===== src/rtl/alu_mc.sv =====
// Multi-cycle ALU.
// Single-cycle ops produce a result one cycle after they are accepted.
// mult runs an n-step shift-add loop.
// The result is held in DONE until downstream takes it.
module alu_mc #(
  parameter int n = 32
) (
  input  logic         clk,
  input  logic         rst_n,
  input  logic         in_valid,
  output logic         in_ready,
  input  logic [2:0]   alucontrol,
  input  logic [n-1:0] a,
  input  logic [n-1:0] b,
  output logic         out_valid,
  input  logic         out_ready,
  output logic [n-1:0] result,
  output logic [n-1:0] hi,
  output logic         zero
);

  localparam int CW = (n > 2) ? $clog2(n) : 1;

  localparam logic [2:0] OP_AND  = 3'b000;
  localparam logic [2:0] OP_OR   = 3'b001;
  localparam logic [2:0] OP_ADD  = 3'b010;
  localparam logic [2:0] OP_MULT = 3'b011;
  localparam logic [2:0] OP_NOR  = 3'b100;
  localparam logic [2:0] OP_BNE  = 3'b101;
  localparam logic [2:0] OP_SUB  = 3'b110;
  localparam logic [2:0] OP_SLT  = 3'b111;

  typedef enum logic [1:0] {IDLE, MUL, DONE} state_t;

  state_t         state_q, state_d;
  logic [n-1:0]   mcand_q, mcand_d;    // multiplicand
  logic [n-1:0]   mplr_q,  mplr_d;     // multiplier; fills with product low half
  logic [n-1:0]   acc_q,   acc_d;      // product high half accumulator
  logic [CW-1:0]  cnt_q,   cnt_d;
  logic [n-1:0]   result_q, result_d;
  logic [n-1:0]   hi_q,     hi_d;
  logic           zero_q,   zero_d;

  logic [n-1:0]   alu_r;
  logic           alu_z;
  logic [n-1:0]   diff;
  logic [n-1:0]   addend;
  logic [n:0]     step_sum;
  logic [n-1:0]   acc_step;
  logic [n-1:0]   mplr_step;

  // Single-cycle datapath, evaluated on the operands being accepted.
  always_comb begin
    diff  = a - b;
    alu_r = '0;
    case (alucontrol)
      OP_AND:  alu_r = a & b;
      OP_OR:   alu_r = a | b;
      OP_ADD:  alu_r = a + b;
      OP_SUB:  alu_r = diff;
      OP_SLT:  alu_r = {{(n-1){1'b0}}, ($signed(a) < $signed(b))};
      OP_NOR:  alu_r = ~(a | b);
      OP_BNE:  alu_r = diff;
      default: alu_r = '0;
    endcase
    // For bne, zero acts as the branch-taken flag.
    alu_z = (alucontrol == OP_BNE) ? (a != b) : (alu_r == '0);
  end

  // One shift-add step: conditionally add, then shift {acc,mplr} right, keeping the carry.
  always_comb begin
    addend    = mplr_q[0] ? mcand_q : '0;
    step_sum  = {1'b0, acc_q} + {1'b0, addend};
    acc_step  = step_sum[n:1];
    mplr_step = {step_sum[0], mplr_q[n-1:1]};
  end

  // Next-state and datapath register updates.
  always_comb begin
    state_d  = state_q;
    mcand_d  = mcand_q;
    mplr_d   = mplr_q;
    acc_d    = acc_q;
    cnt_d    = cnt_q;
    result_d = result_q;
    hi_d     = hi_q;
    zero_d   = zero_q;
    case (state_q)
      IDLE: begin
        if (in_valid) begin
          if (alucontrol == OP_MULT) begin
            mcand_d = a;
            mplr_d  = b;
            acc_d   = '0;
            cnt_d   = CW'(n - 1);
            state_d = MUL;
          end else begin
            result_d = alu_r;
            hi_d     = '0;
            zero_d   = alu_z;
            state_d  = DONE;
          end
        end
      end
      MUL: begin
        acc_d  = acc_step;
        mplr_d = mplr_step;
        if (cnt_q == '0) begin
          result_d = mplr_step;
          hi_d     = acc_step;
          zero_d   = (mplr_step == '0);
          state_d  = DONE;
        end else begin
          cnt_d = cnt_q - CW'(1);
        end
      end
      DONE: begin
        if (out_ready) state_d = IDLE;
      end
      default: state_d = IDLE;
    endcase
  end

  // State and datapath registers.
  always_ff @(posedge clk or negedge rst_n) begin
    if (!rst_n) begin
      state_q  <= IDLE;
      mcand_q  <= '0;
      mplr_q   <= '0;
      acc_q    <= '0;
      cnt_q    <= '0;
      result_q <= '0;
      hi_q     <= '0;
      zero_q   <= 1'b0;
    end else begin
      state_q  <= state_d;
      mcand_q  <= mcand_d;
      mplr_q   <= mplr_d;
      acc_q    <= acc_d;
      cnt_q    <= cnt_d;
      result_q <= result_d;
      hi_q     <= hi_d;
      zero_q   <= zero_d;
    end
  end

  assign in_ready  = (state_q == IDLE);
  assign out_valid = (state_q == DONE);
  assign result    = result_q;
  assign hi        = hi_q;
  assign zero      = zero_q;

endmodule


===== config.mk =====
export PLATFORM = sky130hd
export DESIGN_NAME = alu_mc
export DESIGN_NICKNAME = d
export VERILOG_FILES = /design/src/rtl/alu_mc.sv
export SDC_FILE = /design/constraint.sdc
export NUM_CORES = 1
export LEC_CHECK = 0
export ABC_AREA = 1
export CAP_MARGIN = 0
export CORE_AREA = 4 4 306 158
export DETAILED_ROUTE_END_ITERATION = 8
export DIE_AREA = 0 0 310 162
export GPL_ROUTABILITY_DRIVEN = 1
export SLEW_MARGIN = 20
export SYNTH_ARGS = -nofsm -noshare
export SYNTH_HDL_FRONTEND = slang
export SYNTH_SLANG_ARGS = --single-unit

===== constraint.sdc =====
create_clock -name clk -period 6.9 [get_ports clk]
set_input_delay 1.38 -clock clk [delete_from_list [all_inputs] [get_ports clk]]
set_output_delay 1.38 -clock clk [all_outputs]
set_load 0.01 [all_outputs]

=== Word-level counts from Yosys, hierarchy flattened ===
Index checks and enable logic that the tools add are counted.

* Flip-flop bits (word level): 168
* Input bits: 71
* Output and inout bits: 67
* Word-level logic and storage cells: 74

* Add/sub/neg operators: 4
* Magnitude comparators: 1
* Eq/ne operators: 16
* Multiplexer cells: 30
* Bitwise logic cells: 3
* Reduce and logical (&&, ||, !) cells: 12

{| class="wikitable"
|+ Operators by type and width
! cell !! count
|-
| 2-to-1 mux 32 bit || 11
|-
| one-hot mux 32 bit (2 select lines) || 4
|-
| one-hot mux 32 bit (6 select lines) || 1
|-
| zero test 32 bit || 2
|-
| adder 32 x 32 -> 33 bit || 1
|-
| adder 32 bit || 1
|-
| bitwise AND 32 bit || 1
|-
| less-than comparator 32 bit || 1
|-
| != test 32 bit || 1
|-
| NOT 32 bit || 1
|-
| bitwise OR 32 bit || 1
|-
| subtractor 32 bit || 1
|-
| 2-to-1 mux 5 bit || 3
|-
| == test 3 bit, second input constant || 4
|-
| one-hot mux 5 bit (2 select lines) || 1
|-
| AND reduction 3 bit || 3
|-
| 2-to-1 mux 2 bit || 4
|-
| != test 2 bit, second input constant || 4
|-
| AND reduction 4 bit || 2
|-
| == test 3 x 2 -> 1 bit, second input constant || 2
|-
| one-hot mux 2 bit (3 select lines) || 1
|-
| zero test 5 bit || 1
|-
| subtractor 5 x 1 -> 5 bit, second input constant || 1
|-
| 2-to-1 mux 1 bit || 4
|-
| other kinds (9) || 10
|}

=== Longest topological paths before layout ===
Gate-level depths: netlist of run 1.

* Depth after elaboration: 8
* Mapped depth: 24
* Depth with buffers taken out: 23

=== Worst setup path after synthesis of run 1 ===
No wires, ideal clock.

* Path kind: input to register
* Start: in a[0]
* End: reg zero_q, in the netlist zero
* Setup time: 0.077 ns
* Arrival time: 3.343 ns
* Required time: 6.823 ns
* Setup slack: 3.480 ns
* Stages: 18
* Cell sequence: ha_1 fa_1 or2_2 nand3_1 nand2_1 nor2_1 nand3_1 nor2_1 nand3_1 nor2_1 nand3_1 nor2_1 nand2_1 nor2_1 nand2_1 nand2_1 nand2_1 a21oi_1

* Word-level cells in the longest chain between the ends: 8
* Elaborated cells between the ends (all ways): 13
* Those cells by class: add/sub: 2; order compare: 1; eq/ne: 1; mux: 5; bitwise: 3; reduce/logical: 1

{| class="wikitable"
|+ Ends and longest elaborated chain
! element !! RTL line !! RTL
|-
| start, declared || 13 || <nowiki>input logic [n-1:0] a,</nowiki>
|-
| branches (longest 4 deep; another with subtractor 32 bit) || - ||
|-
| 2-to-1 mux 1 bit * || 67 || <nowiki>alu_z = (alucontrol == OP_BNE) ? (a != b) : (alu_r == '0);</nowiki>
|-
| 2-to-1 mux 1 bit * || 91 || <nowiki>if (alucontrol == OP_MULT) begin</nowiki>
|-
| 2-to-1 mux 1 bit * || 90 || <nowiki>if (in_valid) begin</nowiki>
|-
| one-hot mux 1 bit (2 select lines) * || 88 || <nowiki>case (state_q)</nowiki>
|-
| end signal, assigned || 143 || <nowiki>zero_q <= zero_d;</nowiki>
|-
| end, declared || 42 || <nowiki>logic zero_q, zero_d;</nowiki>
|}

Mark *: on every way between the ends. The select of a mux whose other input is x is not followed.
A chain may end at the register's enable or synchronous reset.

=== Worst setup path in the final report of run 1 ===
* Start: in a[17]
* End: reg zero_q, in the netlist zero

The elaborated chain is that of the path after synthesis.

==> results of run 1 <==
## power groups by stage
stage	registers [mW]	clock network [mW]	logic, mW
4_1_cts	1.66	1.07	2.39
3_5_place_dp	1.68	0	2.37
3_3_place_gp	1.67	0	2.35
5_1_grt	1.71	1.11	2.69
6_report	1.67	1.06	2.42
2_1_floorplan	1.61	0	1.47
## synthesized netlist by cell type (14+ instances only)
library cell | n | share of area
nand2_1 | 758 | 0.19
inv_1 | 386 | 0.094
nor2_1 | 243 | 0.059
o21ai_0 | 174 | 0.057
dfrtp_1 | 168 | 0.27
nand3_1 | 143 | 0.047
ha_1 | 142 | 0.12
a21oi_1 | 126 | 0.041
a31oi_1 | 49 | 0.020
clkbuf_1 | 44 | 0.011
a221oi_1 | 27 | 0.015
nand4_1 | 21 | 0.0086
buf_2 | 19 | 0.0062
nor2_2 | 14 | 0.0057
nor3_1 | 14 | 0.0046
## layout by cell type (no fill, tap or decap), drive strengths merged, types with 2 or more instances in the layout
cell type / count
o221ai: 2
fa: 3
clkinv: 6
clkbuf: 18
clkdlybuf4s50: 136
nand3: 148
dfrtp: 168
o21ai: 177
nand2: 765
and2: 2
nor3: 17
o31ai: 2
or2: 11
a31oi: 49
nand4: 21
nor2: 259
a221oi: 27
nand3b: 4
o311ai: 2
o211ai: 3
inv: 402
a21boi: 4
o21bai: 10
bufinv: 3
a21oi: 128
nor4: 6
buf: 12
ha: 142
a21o: 3
## cell type report
cell class / instances / area [um^2]
tap: 609 / 762.0
inverter: 397 / 1490
clock buffer: 18 / 429.2
sequential: 168 / 4205
timing repair buffer: 148 / 1455
fill: 4978 / 28170
clock inverter: 14 / 181.4
multi-input combinational: 1792 / 9270
## stage by stage
stage | area [um^2] | cells | utilization
4_1_cts | 17790 | 3146 | 0.3871
6_report | 17790 | 3146 | 0.3871
3_5_place_dp | 17180 | 3114 | 0.3738
5_1_grt | 17790 | 3146 | 0.3871
2_1_floorplan | 15360 | 2440 | -
3_3_place_gp | 17180 | 3114 | 0.3738
## final timing paths
kind                       startpoint   endpoint  slack (ns)  cells after the start
hold reg to reg                hi[25]     hi[25]        0.49                      2
max in group asynchronous       rst_n  acc_q[28]        4.74                      2
setup reg to reg            mplr_q[0]     hi[24]        3.17                     18
setup / recovery                a[17]       zero        1.97                     21
hold / removal                 hi[25]     hi[25]        0.49                      2
min in group asynchronous       rst_n  mplr_q[5]        0.84                      1
## registers in the layout (all words and copies together) (netlist names)
register / count
hi: 32
cnt_q: 5
mplr_q: 32
zero: 1
result: 32
acc_q: 32
mcand_q: 32
state_q: 2
## routing by layer
metal	up-vias	wire, um
met2	678	24010
met1	7657	32820
met5	-	0
met4	0	1135
met3	62	5946
li1	7937	-
## cells by family (layout without fill, tap and decap cells)
group	Yosys count	count (layout)
and+or+nand+nor	1234	1234
buffers and inverters	480	577
AOI/OAI and AO/OA	413	413
DFF	168	168
adders and majority gates	145	145
## worst register-to-register path: cells and delay by family, from the launching register on
kind / cells / cell delay, ns
buffers and inverters: 3 / 0.42
and+or+nand+nor: 9 / 0.93
AOI/OAI and AO/OA: 5 / 1.27
adders and majority gates: 1 / 0.28
DFF: 1 / 0.76
==> flow_summary.ini, run 1 <==
[die]
core_um2 = 45960
placementRows = 56
die_h_um = 162
die_area_um2 = 50220
start_util = 0.3341
die_x_um = 310
io_pins = 138

[synthesis]
synth-xor-area-share = 0
synth_compound_area_frac = 0.1520
synth_top_family_by_area = simple AND/OR/NAND/NOR gates
ys_warn_count = 0
synthDistinctLibCells = 50
synth_nets = 2656
synth_fa_ha_area_frac = 0.1196
synth_area_um2 = 15360
syn-mean-instance-area_um2 = 6.293
synth_mux_area_frac = 0
ys.flop_type = dfrtp_1
synth-simple-area-share = 0.3306
synth_cells = 2440
synth_seq_cells = 168
synth_edf_count = 0
yosysSeqAreaShare = 0.2738
ys_async_sr_fraction = 1.000

[timing]
worst_pin_slew_ns = 1.069
hold_viol = 0
maxClockFrequency_mhz = 202.7
finalCriticalPeriod_ns = 4.934
min_period_over_period = 0.7151
max_slew_margin = 0.2863
final-max-slew-violation-count = 0
hold_ws_ns = 0.4867
rsz0062_at_grt = no
setup_viol = 0
fin_ws_ns = 1.966
fin_setup_tns_ns = 0
fin_skew_ns = 0.01817

[power]
p_leak_nw = 9.560
p_total_mw = 5.139
clkPwrFrac = 0.206
ir_drop_mv = 0.1941
combinationalPowerShare = 0.470
p_sw_mw = 2.321
intPower_mw = 2.817
seqPwrFrac = 0.324
p_per_area_nw_per_um2 = 288.8
p_sw_frac = 0.4517

[routing]
wl_per_cell_um = 20.32
drtIter0Drc = 1814
drtAntennaViolNets = 0
firstDrtPassIters = 6
drc = 0
drt-total-wl_mm = 63.91
drt-vias-per-instance = 5.192
vias = 16330

[setup_path]
crit_required_ns = 7.29
cp-end-kind = register
startpoint_type = primary input
critical_path.most_common_cell = nand2_1
slowest_delay_ns = 0.54
worstPathMaxFanout = 10
cpLargestDelayFamily = simple AND/OR/NAND/NOR gates
crit_slowest_cell = ha_1
arrival_ns = 5.33
cp.buffers_inverters = 3
crit_chain = clkdlybuf4s50_1, inv_1, ha_1, nand2_1, nor2_2, inv_2, nor2_2, nand3_1, nand3_1, nand2_1, nand3_1, nand2_1, nor2_1, nand2_1, nor2_1, nand3_1, nor2_1, nand2_1, nand2_1, nand2_1, a21oi_1
path_class = primary input to register

[global_route]
antenna_found_initial = 0
grt_max_degree = 79
grt_pass1_wl_mm = 93.97
use_met3 = 0.05851
overflow = 0
grt_pass1_vias = 14690
grt_use_met1 = 0.4024
globalRouteMet2Util = 0.3367
top_usage_layer = met1
gr-usage-all-layers = 0.2521

[finish]
syn_to_final_growth_pct = 15.87
fin_nets = 2740
diodes = 0
drive_gt1_frac = 0.04099

[cts]
cts.path.max_buffers = 2
clk_transition_reported_paths_ns = 0.08
cts_setup_buffers = 0
clock_latency_ns = 0.47
cts_tree = yes
h-tree-depth = 4
cts_buffers = 17
cts_hold_buf = 0
cts-root-buf = clkbuf_16
clock_sinks = 168
cts_resized = 0

[placement]
port_buffers = 137
dp_slack_ns = 1.760
gp_congestion = 1.039
dp_hpwl_mm = 51.81

[hold_path]
hold_path.class = register to register

[job]
cap_violations = 0

[status]
status = completed
(Power assumes the default switching activity.)
==> run 2: changes to the inputs <==
- clock period: 6.9 -> 4.6 ns (I/O delays scaled with it)
==> run 2 against run 1 <==
  * Non-clock buffer count up 65
  * Sequential power is 48% higher
  * Setup slack lost 1.4 ns
  * Power grew 50%
  * Clock skew fell by 0.0014 ns
  * Clock power increased by 45%
  * Hold slack better by 0.0010 ns
  * Combinational power up 52%
  * Cell count is 2.1% higher
  * Die area did not move
  * Utilization is 1.1 points higher
  * Count of clock-buffer cells in the layout rose by 2
  * Critical path type unchanged
  * Largest cell class unchanged
==> flow_summary.ini, run 2 (same netlist as run 1, synthesis figures left out) <==
[status]
status = completed

[finish]
layout_commonest_cell = nand2_1
fillCellCount = 4946
final_cell_mix = 757 x nand2_1, 384 x inv_1, 241 x nor2_1
drive_gt1_frac = 0.06457
fin_nets = 2805
diodes = 0
syn_to_final_growth_pct = 19.17
design_area_um2 = 18300

[placement]
dp_slack_ns = 0.2055
gp_congestion = 1.026
port_buffers = 137
place_area_um2 = 17700
dp_hpwl_mm = 51.55

[hold_path]
whs_path_depth = 2
holdPathEnd = hi[8]
hold_path.class = register to register
hold_start = hi[8]

[setup_path]
worstPathMaxFanout = 11
cp-end-kind = register
startpoint_type = primary input
r2r_start = mplr_q[0]
r2r_setup_slack_ns = 0.99
reg2reg_depth = 17
arrival_ns = 4.42
rr_endpoint = hi[24]
crit_required_ns = 4.99
path_class = primary input to register

[global_route]
antenna_found_initial = 2
overflow = 0
grt_max_degree = 78
gr-usage-all-layers = 0.2528
grt_pass1_vias = 15340
grt_pass1_wl_mm = 95.36

[power]
p_sw_frac = 0.4473
p_leak_nw = 9.862
p_per_area_nw_per_um2 = 420.6
seqPwrFrac = 0.320
clkPwrFrac = 0.200
ir_drop_mv = 0.2391
intPower_mw = 4.254
p_sw_mw = 3.443
combinationalPowerShare = 0.479

[job]
cap_violations = 0

[die]
die_x_um = 310
die_h_um = 162
start_util = 0.3341
die_area_um2 = 50220
placementRows = 56
core_um2 = 45960
io_pins = 138

[routing]
drtIter0Drc = 1872
drc = 0
drtAntennaViolNets = 0
firstDrtPassIters = 5
wl_per_cell_um = 19.89
drt-vias-per-instance = 5.168
drt-total-wl_mm = 63.85
vias = 16590

[cts]
clk_transition_reported_paths_ns = 0.08
cts_tree = yes
cts.path.max_buffers = 2
h-tree-depth = 4
cts_resized = 0
cts-root-buf = clkbuf_16
clock_sinks = 168
cts_buffers = 17
cts_hold_buf = 0
clock_latency_ns = 0.46
cts_setup_buffers = 0

[timing]
hold_ws_ns = 0.4877
hold_viol = 0
rsz0062_at_grt = no
final-max-slew-violation-count = 0
fin_skew_ns = 0.01674
max_slew_margin = 0.3944
worst_pin_slew_ns = 0.9084
setup_viol = 0
finalCriticalPeriod_ns = 4.029
fin_setup_tns_ns = 0
fin_ws_ns = 0.5705
min_period_over_period = 0.8760
maxClockFrequency_mhz = 248.2
-- run 2: cell type report --
class,instances,area (um^2),area share
clock inverters,12,140.1,0.007658
repair buffers,213,1981,0.1082
flip-flops and latches,168,4204,0.2297
multi-input cells,1792,9265,0.5063
inverters,397,1491,0.08150
clock buffers,20,456.7,0.02496
well taps,609,762.0,0.04164
-- run 2: power by group through the flow --
stage / Sequential (mW) / Combinational, mW / Clock (mW)
after floorplan: 2.41 / 2.20 / 0
after global placement: 2.48 / 3.58 / 0
after detailed placement: 2.49 / 3.63 / 0
after CTS: 2.47 / 3.65 / 1.57
after global routing: 2.53 / 4.12 / 1.64
final: 2.47 / 3.69 / 1.54
-- run 2: per-layer routing --
layer | up-vias | GRT usage | wire length (um)
met1 | 7838 | 0.4061 | 33240
met2 | 645 | 0.3494 | 24690
met3 | 54 | 0.04287 | 4938
met4 | 2 | 0.04635 | 974
met5 | - | 0 | 13
li1 | 8054 | - | -
-- run 2: worst max path at each step --
stage	start	endpoint	slack, ns	cells past startpoint
2_1_floorplan	a[0]	zero	1.64	18
5_1_grt	b[2]	zero	0.30	20
6_report	b[2]	zero	0.57	21
3_3_place_gp	a[2]	zero	0.18	21
3_5_place_dp	b[2]	zero	0.21	21
4_1_cts	b[2]	zero	0.69	21
-- run 2: critical path: stages --
cell             delay (ns)
clkdlybuf4s50_1        0.53
inv_1                  0.08
ha_1                   0.48
inv_1                  0.12
nand2_1                0.07
nand2_1                0.06
nand2_1                0.11
nand3b_4               0.14
a21oi_1                0.39
nand2_1                0.09
nand3_1                0.08
nand2_1                0.07
a21oi_1                0.31
nand2_1                0.18
nor2_1                 0.13
nand2_1                0.05
nor2_1                 0.22
nand2_1                0.08
nand2_1                0.06
nand2_1                0.06
a21oi_1                0.16
-- run 2: through the flow --
stage,utilization,std cells,power [mW]
6_report,0.3981,3211,7.697
5_1_grt,0.3981,3211,8.290
4_1_cts,0.3981,3211,7.691
3_5_place_dp,0.3851,3179,6.111
3_3_place_gp,0.3851,3179,6.060
2_1_floorplan,-,2440,4.615
==> run 3: changes to the inputs <==
- HOLD_SLACK_MARGIN: unset -> 0.12
==> results of run 3 <==
Final layout, timing and power as in run 2 (identical DEF).
